===== src/rtl/pipe_stage_reg.sv =====
// pipe_stage_reg
//   Configurable inter-stage register for the five-stage MIPS pipeline
//   (IF/ID, ID/EX, EX/MEM, MEM/WB). Carries instruction, PC, N_DATA operand
//   channels, a control sideband, branch-delay flag, exception code and a
//   valid bit. Supports hold (stall), bubble insertion that keeps PC/BD for
//   precise exceptions, and exception/interrupt flush.
//
// Ports
//   clk, reset         clock; synchronous active-high reset
//   req                flush (exception/interrupt), PC_out <- FLUSH_PC
//   en                 advance: latch all inputs
//   bubble             insert NOP but keep PC_in/bd_in
//   instr_in/PC_in/data_in/sig_in/bd_in/exc_in/valid_in   stage inputs
//   *_out              registered copies of the above
//   fresh              high for the first cycle a newly latched item is held
//   stall_cnt          consecutive hold cycles of the current item, saturating
//
// Action priority per edge: reset > req > bubble > en > hold.
// Every output comes straight from a flop; no input-to-output comb path.
module pipe_stage_reg #(
    parameter int          DATA_W   = 32,
    parameter int          N_DATA   = 3,
    parameter int          SIG_W    = 8,
    parameter int          CNT_W    = 8,
    parameter logic [31:0] RESET_PC = 32'h0000_3000,
    parameter logic [31:0] FLUSH_PC = 32'h0000_4180
) (
    input  logic                     clk,
    input  logic                     reset,
    input  logic                     req,
    input  logic                     en,
    input  logic                     bubble,
    input  logic [31:0]              instr_in,
    input  logic [31:0]              PC_in,
    input  logic [N_DATA*DATA_W-1:0] data_in,
    input  logic [SIG_W-1:0]         sig_in,
    input  logic                     bd_in,
    input  logic [4:0]               exc_in,
    input  logic                     valid_in,
    output logic [31:0]              instr_out,
    output logic [31:0]              PC_out,
    output logic [N_DATA*DATA_W-1:0] data_out,
    output logic [SIG_W-1:0]         sig_out,
    output logic                     bd_out,
    output logic [4:0]               exc_out,
    output logic                     valid_out,
    output logic                     fresh,
    output logic [CNT_W-1:0]         stall_cnt
);

    typedef struct packed {
        logic [31:0]              instr;
        logic [31:0]              pc;
        logic [N_DATA*DATA_W-1:0] data;
        logic [SIG_W-1:0]         sig;
        logic                     bd;
        logic [4:0]               exc;
        logic                     valid;
    } stage_t;

    localparam logic [CNT_W-1:0] CNT_MAX = {CNT_W{1'b1}};

    stage_t           in_s;
    stage_t           stage_d, stage_q;
    logic             fresh_d, fresh_q;
    logic [CNT_W-1:0] cnt_d, cnt_q;

    always_comb begin
        in_s       = '0;
        in_s.instr = instr_in;
        in_s.pc    = PC_in;
        in_s.data  = data_in;
        in_s.sig   = sig_in;
        in_s.bd    = bd_in;
        in_s.exc   = exc_in;
        in_s.valid = valid_in;
    end

    // Next state. Default is hold: payload kept, counter counts up and
    // sticks at its maximum instead of wrapping.
    always_comb begin
        stage_d = stage_q;
        fresh_d = 1'b0;
        cnt_d   = (cnt_q == CNT_MAX) ? cnt_q : cnt_q + 1'b1;
        if (req) begin
            stage_d    = '0;
            stage_d.pc = FLUSH_PC;
            cnt_d      = '0;
        end else if (bubble) begin
            // NOP slot that still reports the stalled instruction's PC/BD,
            // so an EPC capture on the bubble is precise.
            stage_d    = '0;
            stage_d.pc = PC_in;
            stage_d.bd = bd_in;
            fresh_d    = 1'b1;
            cnt_d      = '0;
        end else if (en) begin
            stage_d = in_s;
            fresh_d = 1'b1;
            cnt_d   = '0;
        end
    end

    always_ff @(posedge clk) begin
        if (reset) begin
            stage_q    <= '0;
            stage_q.pc <= RESET_PC;
            fresh_q    <= 1'b0;
            cnt_q      <= '0;
        end else begin
            stage_q <= stage_d;
            fresh_q <= fresh_d;
            cnt_q   <= cnt_d;
        end
    end

    assign instr_out = stage_q.instr;
    assign PC_out    = stage_q.pc;
    assign data_out  = stage_q.data;
    assign sig_out   = stage_q.sig;
    assign bd_out    = stage_q.bd;
    assign exc_out   = stage_q.exc;
    assign valid_out = stage_q.valid;
    assign fresh     = fresh_q;
    assign stall_cnt = cnt_q;

endmodule


===== config.mk =====
export PLATFORM = sky130hd
export DESIGN_NAME = pipe_stage_reg
export DESIGN_NICKNAME = d
export VERILOG_FILES = /design/src/rtl/pipe_stage_reg.sv
export SDC_FILE = /design/constraint.sdc
export NUM_CORES = 1
export LEC_CHECK = 0
export CAP_MARGIN = 10
export CORE_AREA = 2 2 143 145
export DETAILED_ROUTE_END_ITERATION = 10
export DIE_AREA = 0 0 145 147
export DONT_BUFFER_PORTS = 1
export PLACE_DENSITY = 0.55
export SLEW_MARGIN = 30
export SYNTH_ARGS = -nofsm -noshare
export SYNTH_HDL_FRONTEND = slang
export SYNTH_SLANG_ARGS = --single-unit

===== constraint.sdc =====
create_clock -name clk -period 1.8 [get_ports clk]
set_input_delay 0.36 -clock clk [delete_from_list [all_inputs] [get_ports clk]]
set_output_delay 0.36 -clock clk [all_outputs]
set_load 0.02 [all_outputs]

# Yosys cells after proc, flatten, opt, wreduce, memory -nomap -nowiden
# Cells that the tools add are included.
# classes
add_sub_neg	1
n_eq_ne	1
muxes	5
n_reduce_logical	5
# op_table
cell	count
$mux 143	2
$mux 126	1
$add 8x1->8 const B	1
$eq 8x8->1 const B	1
$reduce_or 4->1	1
$reduce_bool 3->1	1
$reduce_or 3->1	1
$mux 1	2
$reduce_bool 2->1	1
$reduce_or 2->1	1
# word_totals
regBits	184
inputBits	180
out_inout_bits	184
word_cells	22

# Depth between registers and ports, before layout
# logic_depth
depth_word	3
ltp_mapped	6
ltp_nobuf	4

# Worst setup path after synthesis
# No wires, ideal clock.
# synth_path
path_kind	input to register
from	in en
to	reg stage_q (netlist bit PC_out[10])
setup_ns	0.117
arrival_ns	1.339
required_time_ns	1.683
setup_slack_ns	0.345
stages	6
n_path_buf	3
path_cell_list	buf_2 -> nor2_4 -> nor3_1 -> buf_2 -> buf_2 -> a22o_1
# synth_between
elab_chain_len	1
# synth_lines
item	line	rtl
start, declared	31	input logic en,
$reduce_bool 2->1 (no source line)	--	
end signal, assigned	111	stage_q <= stage_d;
end, declared	64	stage_t stage_d, stage_q;
# No other way between the ends.
# A chain may end at the register's enable or synchronous reset.

# Worst setup path after layout
# layout_path
from	reg cnt_q[5], in the netlist stall_cnt[5]
to	out stall_cnt[5]
# layout_lines
item	line	rtl
start, declared	66	logic [CNT_W-1:0] cnt_d, cnt_q;
start signal, assigned	113	cnt_q <= cnt_d;
end, declared	48	output logic [CNT_W-1:0] stall_cnt
# No word-level cell between the ends.

==> reports/summary.log <==
[worst_setup_path] worst reg2reg path startpoint stall_cnt[6]
[power] total power density per cell area 1150 mW/mm2
[worst_setup_path] Cell Chain, Critical Path buf_4
[sta] setup violation total in the final timing report 0
[place] HPWL reported at the end of detailed placement 10900 um
[global_route] global router's overall resource usage 13.6%
[clock_tree] clock transition at the register clock pins on the worst setup and hold paths after CTS 0.07 ns
[power] maximum vdd ir drop 0.578 mV
[synthesis] cell with the most instances after synthesis dfxtp_1
[finish] # diodes 0
[worst_setup_path] Critical Path Start stall_cnt[5]
[sta] actual slew at the worst max-slew pin 0.720 ns
[sta] peak clock frequency supported by timing 701 MHz
[worst_setup_path] biggest cell delay along the critical path 0.45 ns
[clock_tree] master cell of the clock root buffer clkbuf_16
[sta] Setup TNS Final 0 ns
[routing] mean routed wirelength per cell 17.5 um
[global_route] number of global-route vias before repair 4181
[power] cell leakage power 0.00298 uW
[worst_setup_path] worst endpoint data arrival time 1.07 ns
[worst_setup_path] type of the worst setup path flip-flop to output port
[sta] final clock skew 0.00361 ns
[synthesis] post-synth top area share 57.4%
[synthesis] cell area after synthesis 0.00642 mm2
[die] starting utilization of the core area 32.3%
[hold_path] Hold Crit Class primary input to flip-flop
[status] run status completed
[finish] signed area change from the synthesized netlist to the final layout 12.8%
[worst_setup_path] Critical-path top delay cell dfxtp_1
[place] buffers added on ports 0
[clock_tree] total CTS buffers 17
[synthesis] number of warnings reported in the yosys synthesis log 0
[die] width of the die 145 um
[routing] via-per-instance ratio 4.80
[clock_tree] total number of H-tree levels 4
[sta] normalized max-slew margin 52.0%
[clock_tree] hold_buf cts 1
[synthesis] Post-synth EDFFs 0
[global_route] overflow left after global routing 0
[synthesis] Main synth FF type dfxtp_1
[sta] final max-slew violation count 0
[die] Chip Height 147 um
[sta] unrepaired setup endpoints after global routing false
[worst_setup_path] CP top delay family flip-flops
[synthesis] top area cells in the synthesized netlist dfxtp_1 57%, mux2i_1 23%, nor2_1 8.4%
[worst_setup_path] Worst Setup Start Kind flip-flop
[worst_setup_path] total buffers and inverters traversed by the critical path 1
[place] placer congestion estimate 0.751
[power] overall power of the completed layout 8330 uW
[flow_run] max_cap viols 0
[sta] Worst Hold Margin 0.0493 ns
[clock_tree] post-cts repair resize count 0
[die] number of top-level pins 364
[global_route] wire length of the first global-routing pass 23000 um
[clock_tree] Clk Latency, worst-skew pair 0.41 ns
[global_route] largest net degree at the start of global routing 145
[synthesis] Async SR Flop Fraction 0%
[routing] number of antenna-violating nets in the routed design 0
[synthesis] number of nets produced by synthesis 768
[synthesis] library cell with the largest summed area after synthesis dfxtp_1
[routing] overall routed net length 15000 um
[worst_setup_path] critical path peak fanout 8
[finish] design area 0.00724 mm2
[sta] Final Hold Fails 0
[place] area post-placement 0.00664 mm2
[finish] share of layout cells above drive strength 1 7.65%
[routing] Initial DRT Pass Iterations 4
[synthesis] flip-flop and latch count after synthesis 184
[routing] Residual DRC 0
[die] floorplan die area 0.0213 mm2
[global_route] initial antenna violation count 0
[clock_tree] clk sinks 184
[die] row count 52
[sta] post-route minimum period 1.43 ns
[sta] final critical-path share of the clock period 79.3%
[worst_setup_path] Required @ worst endpoint 1.44 ns
[die] total core area 0.0198 mm2
[worst_setup_path] endpoint class of the critical path output port
[synthesis] syn avg cell area 10.9 um2
[hold_path] min-delay src req
[routing] iteration-0 DRC count of the detailed router 129
[clock_tree] Post-CTS Setup Inserts 0
[clock_tree] CTS tree yes
[synthesis] sequential element share of the synthesized area 57.4%
[finish] number of nets in the final layout 757
[synthesis] most used standard cells in the synthesized netlist 184 x dfxtp_1, 147 x mux2i_1, 143 x nor2_1, 28 x a22o_1, 26 x buf_2
[routing] total number of vias 4117
[synthesis] number of unique standard cell types used by synthesis 26
[clock_tree] maximum number of buffers from clock root to sink 2
[synthesis] cell count after synthesis 587
cell type report:
type | count | area (um2)
fill | 1950 | 12600
sequential | 184 | 3680
multi-input combinational | 361 | 2540
clock buffer | 19 | 453
tap | 270 | 338
clock inverter | 12 | 134
timing repair buffer | 11 | 85.1
inverter | 1 | 3.75
path summary, 6_finish.rpt:
path                                endpoint  slack [ns]  cells past startpoint
worst max-delay path            stall_cnt[5]        0.37                      1
worst min-delay path              PC_out[12]        0.05                      1
worst max register to register  stall_cnt[5]        0.51                      3
worst min register to register  stall_cnt[4]        0.60                      2
cells by family (layout without fill, tap and decap cells):
logic type	after synthesis	after routing	synth area share (%)
adder cells (fa/ha/maj)	1	1	0.195
AO/OA/AOI/OAI	48	48	5.71
AND/OR/NAND/NOR	165	165	10.4
flip-flops	184	184	57.4
buffers and inverters	42	43	3.32
multiplexers	147	147	22.9
placed cells by master (no fill, tap or decap), types with 2 or more instances in the layout:
cell type   count
buf_4          10
o21bai_1        2
nand2_1         3
mux2i_1       147
a22o_1         28
clkinv_4        2
clkbuf_16      17
nand3_1         3
inv_8           4
and4_1          2
dfxtp_1       184
clkinvlp_4      2
nand4_1         2
a21oi_1         7
a211oi_1        2
nor3_1          7
a31oi_1         4
o21ai_0         3
clkbuf_8        2
nor2_1        143
inv_6           3
stage by stage:
stage,worst slack [ns],util [%],std cells
2_1_floorplan,0.345,-,587
3_5_place_dp,0.416,33.5,826
6_report,0.373,36.5,858
5_1_grt,0.296,36.5,858
3_3_place_gp,0.458,33.5,826
4_1_cts,0.333,36.5,858
report_power, final:
| part | switching, uW | internal [uW] | leakage, uW |
|---|---|---|---|
| registers | 186 | 4160 | 0.00149 |
| clock network | 1630 | 2030 | 0.000284 |
| logic | 133 | 185 | 0.00120 |
| total | 1950 | 6380 | 0.00298 |
sequential cells by signal, indices dropped and copies added (netlist names):
name / cells
exc_out: 5
stall_cnt: 8
data_out: 96
valid_out: 1
PC_out: 32
sig_out: 8
fresh: 1
instr_out: 32
bd_out: 1
metal layers:
| metal | GRT usage (%) | part of all wire (%) |
|---|---|---|
| met1 | 14.1 | 38 |
| met5 | 0 | 0 |
| met4 | 6.53 | 2.8 |
| met2 | 22.9 | 48 |
| met3 | 6.77 | 11 |
Power figures use the tool's default switching activity.
